## src/rtl/p4_pipe_adder_if.sv

```systemverilog
// rtl/p4_pipe_adder_if.sv - operand/result handshake bundle for p4_pipe_adder
interface p4_pipe_adder_if #(
    parameter int DWIDTH = 32
);
    logic              in_valid;
    logic              in_ready;
    logic [DWIDTH-1:0] A;
    logic [DWIDTH-1:0] B;
    logic              CIN;
    logic              SUB;
    logic              out_valid;
    logic              out_ready;
    logic [DWIDTH-1:0] S;
    logic              COUT;
    logic              OVF;

    modport master (
        output in_valid, A, B, CIN, SUB, out_ready,
        input  in_ready, out_valid, S, COUT, OVF
    );

    modport slave (
        input  in_valid, A, B, CIN, SUB, out_ready,
        output in_ready, out_valid, S, COUT, OVF
    );
endinterface

```

## src/rtl/p4_pipe_adder.sv

```systemverilog
// rtl/p4_pipe_adder.sv - pipelined carry-chained add/sub with valid/ready flow control
// Optional saturation of S on signed overflow when P4_PIPE_SAT_EN is defined.
module p4_pipe_adder #(
    parameter int DWIDTH = 32,
    parameter int STAGES = 2
) (
    input  logic             clk,
    input  logic             rst,
    p4_pipe_adder_if.slave   bus
);
    localparam int W   = DWIDTH / STAGES;
    localparam int L   = STAGES - 1;
    localparam int MSB = DWIDTH - 1;

    logic [DWIDTH-1:0] r_a   [STAGES];
    logic [DWIDTH-1:0] r_bx  [STAGES];
    logic [DWIDTH-1:0] r_sum [STAGES];
    logic              r_c   [STAGES];
    logic              r_v   [STAGES];

    logic [STAGES-1:0] w_adv;
    logic              w_ovf;

    // A stage may load when it is empty or its downstream neighbour is moving.
    always_comb begin
        w_adv    = '0;
        w_adv[L] = !r_v[L] || bus.out_ready;
        for (int k = L - 1; k >= 0; k--) begin
            w_adv[k] = !r_v[k] || w_adv[k+1];
        end
    end

    assign bus.in_ready = w_adv[0] && !rst;

    for (genvar k = 0; k < STAGES; k++) begin : g_stage
        logic [DWIDTH-1:0] w_a_src;
        logic [DWIDTH-1:0] w_bx_src;
        logic [DWIDTH-1:0] w_sum_src;
        logic [DWIDTH-1:0] w_sum_nxt;
        logic              w_c_src;
        logic              w_v_src;
        logic [W:0]        w_slice;

        if (k == 0) begin : g_head
            assign w_a_src   = bus.A;
            assign w_bx_src  = bus.SUB ? ~bus.B : bus.B;
            assign w_sum_src = '0;
            assign w_c_src   = bus.CIN ^ bus.SUB;
            assign w_v_src   = bus.in_valid;
        end else begin : g_body
            assign w_a_src   = r_a[k-1];
            assign w_bx_src  = r_bx[k-1];
            assign w_sum_src = r_sum[k-1];
            assign w_c_src   = r_c[k-1];
            assign w_v_src   = r_v[k-1];
        end

        assign w_slice = {1'b0, w_a_src[k*W +: W]} + {1'b0, w_bx_src[k*W +: W]}
                       + {{W{1'b0}}, w_c_src};

        always_comb begin
            w_sum_nxt             = w_sum_src;
            w_sum_nxt[k*W +: W]   = w_slice[W-1:0];
        end

        always_ff @(posedge clk) begin
            if (rst) begin
                r_v[k]   <= 1'b0;
                r_a[k]   <= '0;
                r_bx[k]  <= '0;
                r_sum[k] <= '0;
                r_c[k]   <= 1'b0;
            end else if (w_adv[k]) begin
                r_v[k]   <= w_v_src;
                r_a[k]   <= w_a_src;
                r_bx[k]  <= w_bx_src;
                r_sum[k] <= w_sum_nxt;
                r_c[k]   <= w_slice[W];
            end
        end
    end

    assign w_ovf = (r_a[L][MSB] == r_bx[L][MSB]) && (r_sum[L][MSB] != r_a[L][MSB]);

    assign bus.out_valid = r_v[L];
    assign bus.COUT      = r_c[L];
    assign bus.OVF       = w_ovf;

`ifdef P4_PIPE_SAT_EN
    assign bus.S = w_ovf ? {r_a[L][MSB], {(DWIDTH-1){~r_a[L][MSB]}}} : r_sum[L];
`else
    assign bus.S = r_sum[L];
`endif
endmodule
```

## src/flat_wrapper.sv

```systemverilog
// flat-port wrapper written by rule: the top's interface ports become plain ports
module p4_pipe_adder_flat 
#(
    parameter int DWIDTH = 32,
    parameter int STAGES = 2
)
  (clk, rst, bus_in_valid, bus_A, bus_B, bus_CIN, bus_SUB, bus_out_ready, bus_in_ready, bus_out_valid, bus_S, bus_COUT, bus_OVF);
  p4_pipe_adder_if #(.DWIDTH(DWIDTH)) bus_i ();
  input  logic clk;
  input  logic rst;
  input wire logic [$bits(bus_i.in_valid)-1:0] bus_in_valid;
  input wire logic [$bits(bus_i.A)-1:0] bus_A;
  input wire logic [$bits(bus_i.B)-1:0] bus_B;
  input wire logic [$bits(bus_i.CIN)-1:0] bus_CIN;
  input wire logic [$bits(bus_i.SUB)-1:0] bus_SUB;
  input wire logic [$bits(bus_i.out_ready)-1:0] bus_out_ready;
  output wire logic [$bits(bus_i.in_ready)-1:0] bus_in_ready;
  output wire logic [$bits(bus_i.out_valid)-1:0] bus_out_valid;
  output wire logic [$bits(bus_i.S)-1:0] bus_S;
  output wire logic [$bits(bus_i.COUT)-1:0] bus_COUT;
  output wire logic [$bits(bus_i.OVF)-1:0] bus_OVF;
  assign bus_i.in_valid = bus_in_valid;
  assign bus_i.A = bus_A;
  assign bus_i.B = bus_B;
  assign bus_i.CIN = bus_CIN;
  assign bus_i.SUB = bus_SUB;
  assign bus_i.out_ready = bus_out_ready;
  assign bus_in_ready = bus_i.in_ready;
  assign bus_out_valid = bus_i.out_valid;
  assign bus_S = bus_i.S;
  assign bus_COUT = bus_i.COUT;
  assign bus_OVF = bus_i.OVF;
  p4_pipe_adder #(.DWIDTH(DWIDTH), .STAGES(STAGES)) u_core (.clk(clk), .rst(rst), .bus(bus_i));
endmodule
```

## config.mk

```make
export PLATFORM = sky130hd
export DESIGN_NAME = p4_pipe_adder_flat
export DESIGN_NICKNAME = d
export VERILOG_FILES = /design/src/rtl/p4_pipe_adder_if.sv /design/src/rtl/p4_pipe_adder.sv /design/src/flat_wrapper.sv
export SDC_FILE = /design/constraint.sdc
export NUM_CORES = 1
export LEC_CHECK = 0
export ABC_AREA = 1
export ABC_CLOCK_PERIOD_IN_PS = 3660
export CAP_MARGIN = 10
export CORE_ASPECT_RATIO = 0.7
export CORE_MARGIN = 8
export CORE_UTILIZATION = 50
export DETAILED_ROUTE_END_ITERATION = 10
export GPL_TIMING_DRIVEN = 0
export PLACE_DENSITY = 0.75
export RECOVER_POWER = 50
export SLEW_MARGIN = 20
export SYNTH_ARGS = -nofsm -noshare
export SYNTH_HDL_FRONTEND = slang
export SYNTH_SLANG_ARGS = --single-unit
```

## constraint.sdc

```tcl
create_clock -name clk -period 3.66 [get_ports clk]
set_input_delay 0.366 -clock clk [delete_from_list [all_inputs] [get_ports clk]]
set_output_delay 0.366 -clock clk [all_outputs]
set_load 0.005 [all_outputs]
```

==> summary.md, run 1 <==
| Metric | Value |
|---|---|
| Status | finished clean |
| Clock Skews | 0.00543 ns |
| Synth Area in Compound Gates | 0.0477 |
| Hold Slack | a little under 0.5 ns |
| Vias in the first global route | between 4000 and 5000 |
| Pin count of the biggest net entering global routing | 20 |
| Fin crit period | roughly 2.7 ns |
| Synthesis-to-layout area growth | 28.7% |
| P_leak | around 0.0034 uW |
| Worst hold endpoint | u_core.r_bx[0][31] |
| Sequential area share after synthesis | 0.481 |
| R2R setup slack | about 1.5 ns |
| Mux share of post-synthesis cell area | 0 |
| Place WS | 0.665 ns |
| Final WS setup | roughly 0.96 ns |
| # IOs | around 110 |
| Via Count | approximately 4400 |
| Chip height | approximately 100 um |
| WL/cell | roughly 14 um |
| Reg2Reg Launch Point | u_core.r_bx[0][16] |
| Total Power | 2780 uW |
| Post-synth EDFFs | 86 |
| Largest family of logic cells by synthesized area | simple AND/OR/NAND/NOR gates |
| Post-synthesis xor/xnor area fraction | 0.0538 |
| Startpoint type of the worst setup path | input port |
| Starting DRC count in detailed routing | roughly 350 |
| Mapped Nets | between 700 and 800 |
| Ranking of synthesized cells by area | edfxtp_1, nand2_1, inv_1 |
| Final HPWL DP | around 10 mm |
| Post-Synth Adder-Cell Area | 0.0847 |
| Area fraction of the dominant cell type after synthesis | 0.481 |
| Hold_sp | bus_SUB |
| Max-Cap Viols | 0 |
| Initial antenna violation count | 0 |
| DRT Pass-1 Iters | 5 |
| Final hold viol count | 0 |
| Worst slew margin | 0.310 |
| DRC Markers | 0 |
| PortBufs | roughly 100 |
| Antenna Nets Post-Route | 0 |
| Warnings from Yosys | 0 |
| Reg2Reg Capture Point | u_core.r_c[1] |
| Data required time of the worst path | 3.74 ns |
| Fmax | around 370 MHz |
| Worst-path clk slew | ~0.06 ns |
| Final clock period utilization by the worst path | 0.739 |
| # setup viols final | 0 |
| Gpl congestion | 0.929 |
| Most common cell after layout, fill and taps aside | nand2_1 |
| Post-CTS sizing | 0 |
| Synth Area in Simple Gates | 0.233 |
| Vias per inst | about 5 |
| CTS tree | built |
| Initial Util | 0.517 |
| Core area | about 10000 um2 |
| Ys flop type | edfxtp_1 |
| Final net count | ~870 |
| Root buf cell | clkbuf_16 |
| Diode count | 0 |
| Postcts setup bufs | 0 |
| Unrepaired setup endpoints after global routing | false |
| Worst R2R Path Depth | 10 |
| Most frequent cells in the layout | nand2_1, inv_1, nor2_1 |
| Clock buffer count from CTS | 9 |
| Synth Cell Area | 5370 um2 |
| WP data arrival | 2.78 ns |
| Top cell type by total area after synthesis | edfxtp_1 |
| Critical path class | input port to flop |
| GRT Util Overall | 0.184 |
| Final Max Tran Viols | 0 |
| Hold_buf cts | 0 |
| Flops & latches, synth | 86 |
| Layout cells sized above 1 | 0.0547 |
| Num rows | 31 |
| CTS Buffer Depth | 2 |
| Clock Latency Late Sink | about 0.34 ns |
| Pwr dens | slightly above 400 nW/um2 |
| H-tree lvl count | 3 |
| Avg Inst Size Synth | roughly 8.3 um2 |
| Remaining global-route overflow | 0 |
| Total wire length | roughly 13 mm |
| Crit-path max FO | 10 |
| Die width | about 140 um |
| Tightest Hold Check Type | input port to flop |
| Ys async rst share | 0 |
| Hold path cells | 3 |
| Worst VDD drop | between 200 and 300 uV |
| Clock Sinks | 86 |
| Worst slew pin tran | just over 1 ns |
| Cell count after synthesis | 644 |
| Worst Setup End Kind | flop |
| First-pass GRT wire length | 20.9 mm |
| DIE AREA | around 14000 um2 |
| Cell variety after synth | 27 |
critical path: stages:
cell     delay, ns
buf_2         0.18
buf_2         0.36
xor2_1        0.14
fa_1          0.45
fa_1          0.43
nand3_1       0.10
nand3_1       0.16
nand3_1       0.12
nand3_1       0.16
a21oi_1       0.23
nor2_1        0.06
kinds of logic (layout without fill, tap and decap cells):
kind of cell    Yosys count  in the layout
flops                    86             86
compound gates           50             50
fa+ha+maj                34             34
buf+inv                 138            262
xor+xnor                 33             33
simple gates            303            303
Yosys cell counts, types with 2 or more instances:
master      n
a21oi_1    36
and2_1      2
buf_2       9
buf_4       3
edfxtp_1   86
fa_1        4
ha_1       30
inv_1     124
inv_2       2
nand2_1   154
nand2_2     8
nand3_1    21
nand3b_1    3
nand4_1     2
nor2_1    101
nor3_1      2
nor3_2      4
o21ai_0    12
or2_1       2
xnor2_1    16
xor2_1     17
power by group:
group / total [uW] / leakage (uW) / switching (uW) / internal (uW)
clock: 866 / 0.000133 / 399 / 467
combinational: 677 / 0.00229 / 375 / 302
sequential: 1240 / 0.00100 / 32.1 / 1200
total: 2780 / 0.00343 / 806 / 1970
through the flow:
step / cell area (um2) / setup TNS (ns) / std cells / util
2_1_floorplan: 5370 / 0 / 644 / -
3_3_place_gp: 6580 / -13.18 / 880 / 0.633
3_5_place_dp: 6650 / 0 / 884 / 0.640
4_1_cts: 6930 / 0 / 900 / 0.667
5_1_grt: 6910 / 0 / 900 / 0.665
6_report: 6910 / 0 / 900 / 0.665
state kept, by name (all words and copies together) (netlist names):
signal,flops
u_core.r_c,2
u_core.r_a,17
u_core.r_bx,17
u_core.r_v,2
u_core.r_sum,48
worst max-delay path by stage:
stage | from | to | slack [ns]
after floorplan | bus_out_ready | u_core.r_a[0][16] | 0.98
after global placement | rst | u_core.r_bx[0][21] | -0.27
after detailed placement | bus_SUB | u_core.r_c[0] | 0.66
after CTS | bus_SUB | u_core.r_c[0] | 1.02
after global routing | bus_SUB | u_core.r_c[0] | 0.85
final | bus_SUB | u_core.r_c[0] | 0.96
area by class of cell:
| class | count | area, um2 |
|---|---|---|
| Clock inverter | 7 | 55.1 |
| Clock buffer | 9 | 225 |
| Inverter | 126 | 473 |
| Tap cell | 132 | 165 |
| Buffer | 12 | 60.1 |
| Sequential cell | 86 | 2580 |
| Multi-Input combinational cell | 420 | 2250 |
| Fill cell | 899 | 3480 |
| Timing Repair Buffer | 108 | 1110 |
layer usage:
metal,GRT usage,share of wire
met2,0.300,0.45
met1,0.249,0.48
met4,0.0515,0.013
met5,0,0
met3,0.0352,0.057
Power figures use the tool's default switching activity.
==> inputs of run 2 (changes only) <==
--- a/config.mk
+++ b/config.mk
@@ -6,7 +6,7 @@
 export NUM_CORES = 1
 export LEC_CHECK = 0
 export ABC_AREA = 1
-export ABC_CLOCK_PERIOD_IN_PS = 3660
+export ABC_CLOCK_PERIOD_IN_PS = 2800
 export CAP_MARGIN = 10
 export CORE_ASPECT_RATIO = 0.7
 export CORE_MARGIN = 8
==> constraint.sdc (replaced) <==
create_clock -name clk -period 2.8 [get_ports clk]
set_input_delay 0.28 -clock clk [delete_from_list [all_inputs] [get_ports clk]]
set_output_delay 0.28 -clock clk [all_outputs]
set_load 0.005 [all_outputs]
==> run 2 against run 1 <==
Net effect:
- register-to-register slack worse by 0.86 ns
- first-iteration DRC count unchanged
- combinational power rose by 31%
- largest cell class unchanged
==> summary.md, run 2 (synthesized netlist as in run 1, its figures left out) <==
| Metric | Value |
|---|---|
| Vias in the first global route | between 4000 and 5000 |
| Worst Setup End Kind | flop |
| # setup viols final | 0 |
| Root buf cell | clkbuf_16 |
| Post-CTS sizing | 0 |
| Remaining global-route overflow | 0 |
| Sw power | approximately 1100 uW |
| Flop pwr share | 0.445 |
| Gpl congestion | ~0.93 |
| Final net count | roughly 870 |
| Worst slew pin tran | 1.03 ns |
| Pin count of the biggest net entering global routing | 20 |
| Startpoint type of the worst setup path | input port |
| Regs by FF count | u_core.r_sum: 48 flops, u_core.r_a: 17 flops, u_core.r_bx: 17 flops |
| Logic pwr share | 0.244 |
| Worst R2R Path Depth | 10 |
| Diode count | 0 |
| Starting DRC count in detailed routing | 346 |
| Layout cells sized above 1 | 0.0547 |
| Core Util, Final | 0.665 |
| DRT Pass-1 Iters | 5 |
| M1 GR Usage | 0.249 |
| Die width | 140 um |
| Initial antenna violation count | 0 |
| Met2 Usage GRT | 0.300 |
| Final Max Tran Viols | 0 |
| Core area | ~10000 um2 |
| Layout Cells excl Fill | 900 |
| Largest reg by FF count | u_core.r_sum |
| Met3 Track Usage GR | 0.0352 |
| P_leak | roughly 0.0034 uW |
| Place WS | -0.109 ns |
| Clock Skews | 0.00543 ns |
| Grt peak-use layer | met2 |
| Worst VDD drop | about 350 uV |
| Vias per inst | between 4 and 5 |
| Most frequent cells in the layout | nand2_1, inv_1, nor2_1 |
| Data required time of the worst path | 2.88 ns |
| Critical path class | input port to flop |
| Int Pwr | 2580 uW |
| CTS tree | built |
| Fmax | between 300 and 400 MHz |
| H-tree lvl count | 3 |
| Most common cell after layout, fill and taps aside | nand2_1 |
| Pwr dens | 526 nW/um2 |
| DP Area | about 6700 um2 |
| Hold path cells | 3 |
| First-pass GRT wire length | about 21 mm |
| Proportion of power drawn by the clock network | 0.311 |
| Max reg flops | between 40 and 50 |
| Chip height | ~100 um |
| CTS Buffer Depth | 2 |
| WL/cell | approximately 14 um |
| PortBufs | approximately 100 |
| Fillers | 899 |
| Num rows | 31 |
| Clock buffer count from CTS | 9 |
| Final instance area | 6910 um2 |
| Fin crit period | 2.62 ns |
| Synthesis-to-layout area growth | 28.7% |
| Via Count | 4407 |
| Final HPWL DP | 10.4 mm |
| DIE AREA | ~14000 um2 |
| # placed instances | 884 |
| Max-Cap Viols | 0 |
| Final clock period utilization by the worst path | 0.935 |
| Sw frac | 0.290 |
| Clock Sinks | 86 |
| Final WS setup | 0.183 ns |
| Unrepaired setup endpoints after global routing | false |
| DRC Markers | 0 |
| Worst slew margin | 0.309 |
| Clock Latency Late Sink | 0.34 ns |
| Final hold viol count | 0 |
| Status | finished clean |
| Total wire length | 13.0 mm |
| Hold_buf cts | 0 |
| Crit-path max FO | 10 |
| Postcts setup bufs | 0 |
| GRT Util Overall | 0.184 |
| Tightest Hold Check Type | input port to flop |
| Initial Util | 0.517 |
| Worst-path clk slew | roughly 0.060 ns |
| # IOs | around 110 |
| Antenna Nets Post-Route | 0 |
| WP data arrival | 2.69 ns |
## run 2: cell counts in the layout (fill, tap and decap cells not counted)
No cell type changed its count.
## run 2: layout make-up
type	instances	area, um2	area share
Sequential cell	86	2580	0.374
Inverter	126	473	0.0684
Clock inverter	7	55.1	0.00796
Clock buffer	9	225	0.0326
Tap cell	132	165	0.0239
Multi-Input combinational cell	420	2250	0.325
Timing Repair Buffer	108	1110	0.160
Buffer	12	60.1	0.00869
## run 2: power by group through the flow
stage                     logic [uW]  registers (uW)  clock network [uW]
after floorplan                  515            1650                   0
after global placement           878            1650                   0
after detailed placement         900            1650                   0
after CTS                        906            1620                1140
after global routing             992            1630                1210
final                            886            1620                1130
## run 2: path summary, 6_finish.rpt
kind / start / to / slack [ns]
worst max-delay path: bus_SUB / u_core.r_c[0] / 0.18
worst min-delay path: bus_SUB / u_core.r_bx[0][31] / 0.40
worst max register to register: u_core.r_bx[0][16] / u_core.r_c[1] / 0.63
worst min register to register: u_core.r_sum[0][7] / u_core.r_sum[1][7] / 0.55
## run 2: through the flow
stage,total power (uW),setup TNS [ns],hold slack (ns)
2_1_floorplan,2160,0,0.488
3_3_place_gp,2520,-54.53,0.523
3_5_place_dp,2550,-0.123,0.534
4_1_cts,3670,0,0.400
5_1_grt,3830,0,0.423
6_report,3630,0,0.402
## run 2: critical path: stages
cell	delay, ns
buf_2	0.18
buf_2	0.36
xor2_1	0.14
fa_1	0.45
fa_1	0.43
nand3_1	0.10
nand3_1	0.16
nand3_1	0.12
nand3_1	0.16
a21oi_1	0.23
nor2_1	0.06
## run 2: routing by layer
metal	up-vias	wire (um)
li1	2260	-
met2	137	5860
met1	1999	6260
met5	-	0
met4	0	172
met3	11	746
==> inputs of run 3 (changes only) <==
--- a/config.mk
+++ b/config.mk
@@ -11,10 +11,10 @@
 export CORE_ASPECT_RATIO = 0.7
 export CORE_MARGIN = 8
 export CORE_UTILIZATION = 50
+export CTS_BUF_LIST = sky130_fd_sc_hd__clkbuf_2 sky130_fd_sc_hd__clkbuf_4 sky130_fd_sc_hd__clkbuf_8
 export DETAILED_ROUTE_END_ITERATION = 10
 export GPL_TIMING_DRIVEN = 0
 export PLACE_DENSITY = 0.75
-export RECOVER_POWER = 50
 export SLEW_MARGIN = 20
 export SYNTH_ARGS = -nofsm -noshare
 export SYNTH_HDL_FRONTEND = slang
==> run 3 against run 2 <==
Net effect:
- die area did not move
- utilization fell by 0.82 points
- non-clock buffer count did not move
- final cell count did not move
- worst hold slack got worse by 0.032 ns
- clock skew rose by 0.0037 ns
- design area fell by 1.2%
- sequential share of layout area rose by 0.47 points
- fmax rose by 2.1%
- count of clock-buffer cells in the layout did not move
- critical path type unchanged
- critical endpoint unchanged
==> summary.md, run 3 (synthesized netlist as in run 1, its figures left out) <==
| Metric | Value |
|---|---|
| Chip height | ~100 um |
| Postcts setup bufs | 0 |
| # IOs | 106 |
| Remaining global-route overflow | 0 |
| Final hold viol count | 0 |
| Core area | between 10000 and 15000 um2 |
| DRT Pass-1 Iters | 5 |
| Status | finished clean |
| Vias per inst | just under 5 |
| DIE AREA | 14400 um2 |
| Clock Latency Late Sink | roughly 0.36 ns |
| Data required time of the worst path | about 2.9 ns |
| Startpoint type of the worst setup path | input port |
| Final net count | between 800 and 900 |
| WP data arrival | about 2.7 ns |
| Pwr dens | slightly below 500 nW/um2 |
| Worst Setup End Kind | flop |
| Worst-path clk slew | 0.09 ns |
| Starting DRC count in detailed routing | 383 |
| First-pass GRT wire length | 20.8 mm |
| Fmax | roughly 390 MHz |
| Antenna Nets Post-Route | 0 |
| Final Max Tran Viols | 0 |
| Reg2Reg Capture Point | u_core.r_c[1] |
| Num rows | 31 |
| Hold_buf cts | 0 |
| Pin count of the biggest net entering global routing | 20 |
| Clock buffer count from CTS | 9 |
| Regs by FF count | u_core.r_sum: 48 flops, u_core.r_a: 17 flops, u_core.r_bx: 17 flops |
| Vias in the first global route | 4210 |
| CTS tree | built |
| CP Launch Point | bus_SUB |
| CTS Buffer Depth | 2 |
| Post-CTS sizing | 0 |
| Met2 routed wirelength | 5.77 mm |
| Initial Util | 0.517 |
| Worst R2R Path Depth | 10 |
| Reg2Reg Launch Point | u_core.r_c[0] |
| Fin crit period | 2.56 ns |
| Max-Cap Viols | 0 |
| Most common cell after layout, fill and taps aside | nand2_1 |
| Crit-path max FO | 10 |
| # setup viols final | 0 |
| PortBufs | roughly 100 |
| Worst slew margin | 0.606 |
| Worst VDD drop | between 200 and 300 uV |
| Largest reg by FF count | u_core.r_sum |
| Clock Skews | between 0.009 and 0.01 ns |
| Setup crit end | u_core.r_c[0] |
| Max reg flops | 48 |
| Layout cells sized above 1 | 0.0651 |
| Max layer used | met4 |
| Hold Slack | 0.370 ns |
| Diode count | 0 |
| Total wire length | 13.0 mm |
| Final clock period utilization by the worst path | 0.916 |
| Via Count | 4405 |
| H-tree lvl count | 3 |
| # placed instances | slightly below 900 |
| Die width | between 100 and 150 um |
| GRT Util Overall | 0.184 |
| Unrepaired setup endpoints after global routing | false |
| R2R setup slack | ~0.64 ns |
| Tightest Hold Check Type | input port to flop |
| DRC Markers | 0 |
| Wl on met1 | around 6.3 mm |
| Synthesis-to-layout area growth | 27.1% |
| Layout Cells excl Fill | 900 |
| Critical path class | input port to flop |
| Final HPWL DP | 10.4 mm |
| Metal3 WL | slightly above 600 um |
| P_leak | 0.00332 uW |
| Worst slew pin tran | around 0.59 ns |
| Gpl congestion | 0.929 |
| Initial antenna violation count | 0 |
| WL/cell | about 14 um |
| Clock Sinks | between 80 and 90 |
| Most frequent cells in the layout | nand2_1, inv_1, clkdlybuf4s50_1 |
| Root buf cell | clkbuf_8 |
[run 3: cell type report]
type | instances | area, um2
inverter | 126 | 473
multi-input combinational | 420 | 2260
clock buffer | 9 | 124
timing repair buffer | 108 | 1110
sequential | 86 | 2580
buffer | 12 | 67.6
clock inverter | 7 | 55.1
fill | 904 | 3570
tap | 132 | 165
[run 3: metrics by stage]
stage | power [uW] | util | TNS, ns | instance area [um2] | setup WS [ns]
global route | 3540 | 0.657 | 0 | 6830 | 0.138
detailed placement | 2550 | 0.640 | -0.123 | 6650 | -0.109
floorplan | 2160 | - | 0 | 5370 | 0.126
global placement | 2520 | 0.633 | -54.53 | 6580 | -1.04
CTS | 3360 | 0.657 | 0 | 6830 | 0.287
finish | 3340 | 0.657 | 0 | 6830 | 0.236
[run 3: power breakdown]
part / internal (uW) / total [uW] / switching [uW]
logic: 418 / 909 / 490
registers: 1570 / 1620 / 45.0
clock network: 331 / 814 / 483
total: 2320 / 3340 / 1020
[run 3: how the worst min path moves through the flow]
stage	start	endpoint	slack [ns]	cells past startpoint
floorplan	bus_A[16]	u_core.r_a[0][16]	0.49	2
global placement	u_core.r_sum[0][13]	u_core.r_sum[1][13]	0.52	2
detailed placement	u_core.r_sum[0][1]	u_core.r_sum[1][1]	0.53	2
CTS	bus_SUB	u_core.r_bx[0][31]	0.36	3
global route	bus_SUB	u_core.r_bx[0][31]	0.38	3
finish	bus_SUB	u_core.r_bx[0][31]	0.37	3
[run 3: critical path, stage by stage]
cell and delay [ns]:
buf_2 0.18, buf_2 0.35, xor2_1 0.14, fa_1 0.45
fa_1 0.43, nand3_1 0.10, nand3_1 0.16, nand3_1 0.12
nand3_1 0.16, a21oi_1 0.23, nor2_1 0.06
[run 3: layer usage]
metal | GRT usage | vias to the layer above
met3 | 0.0379 | 18
met4 | 0.0598 | 0
met1 | 0.249 | 2007
li1 | - | 2253
met5 | 0 | -
met2 | 0.293 | 127
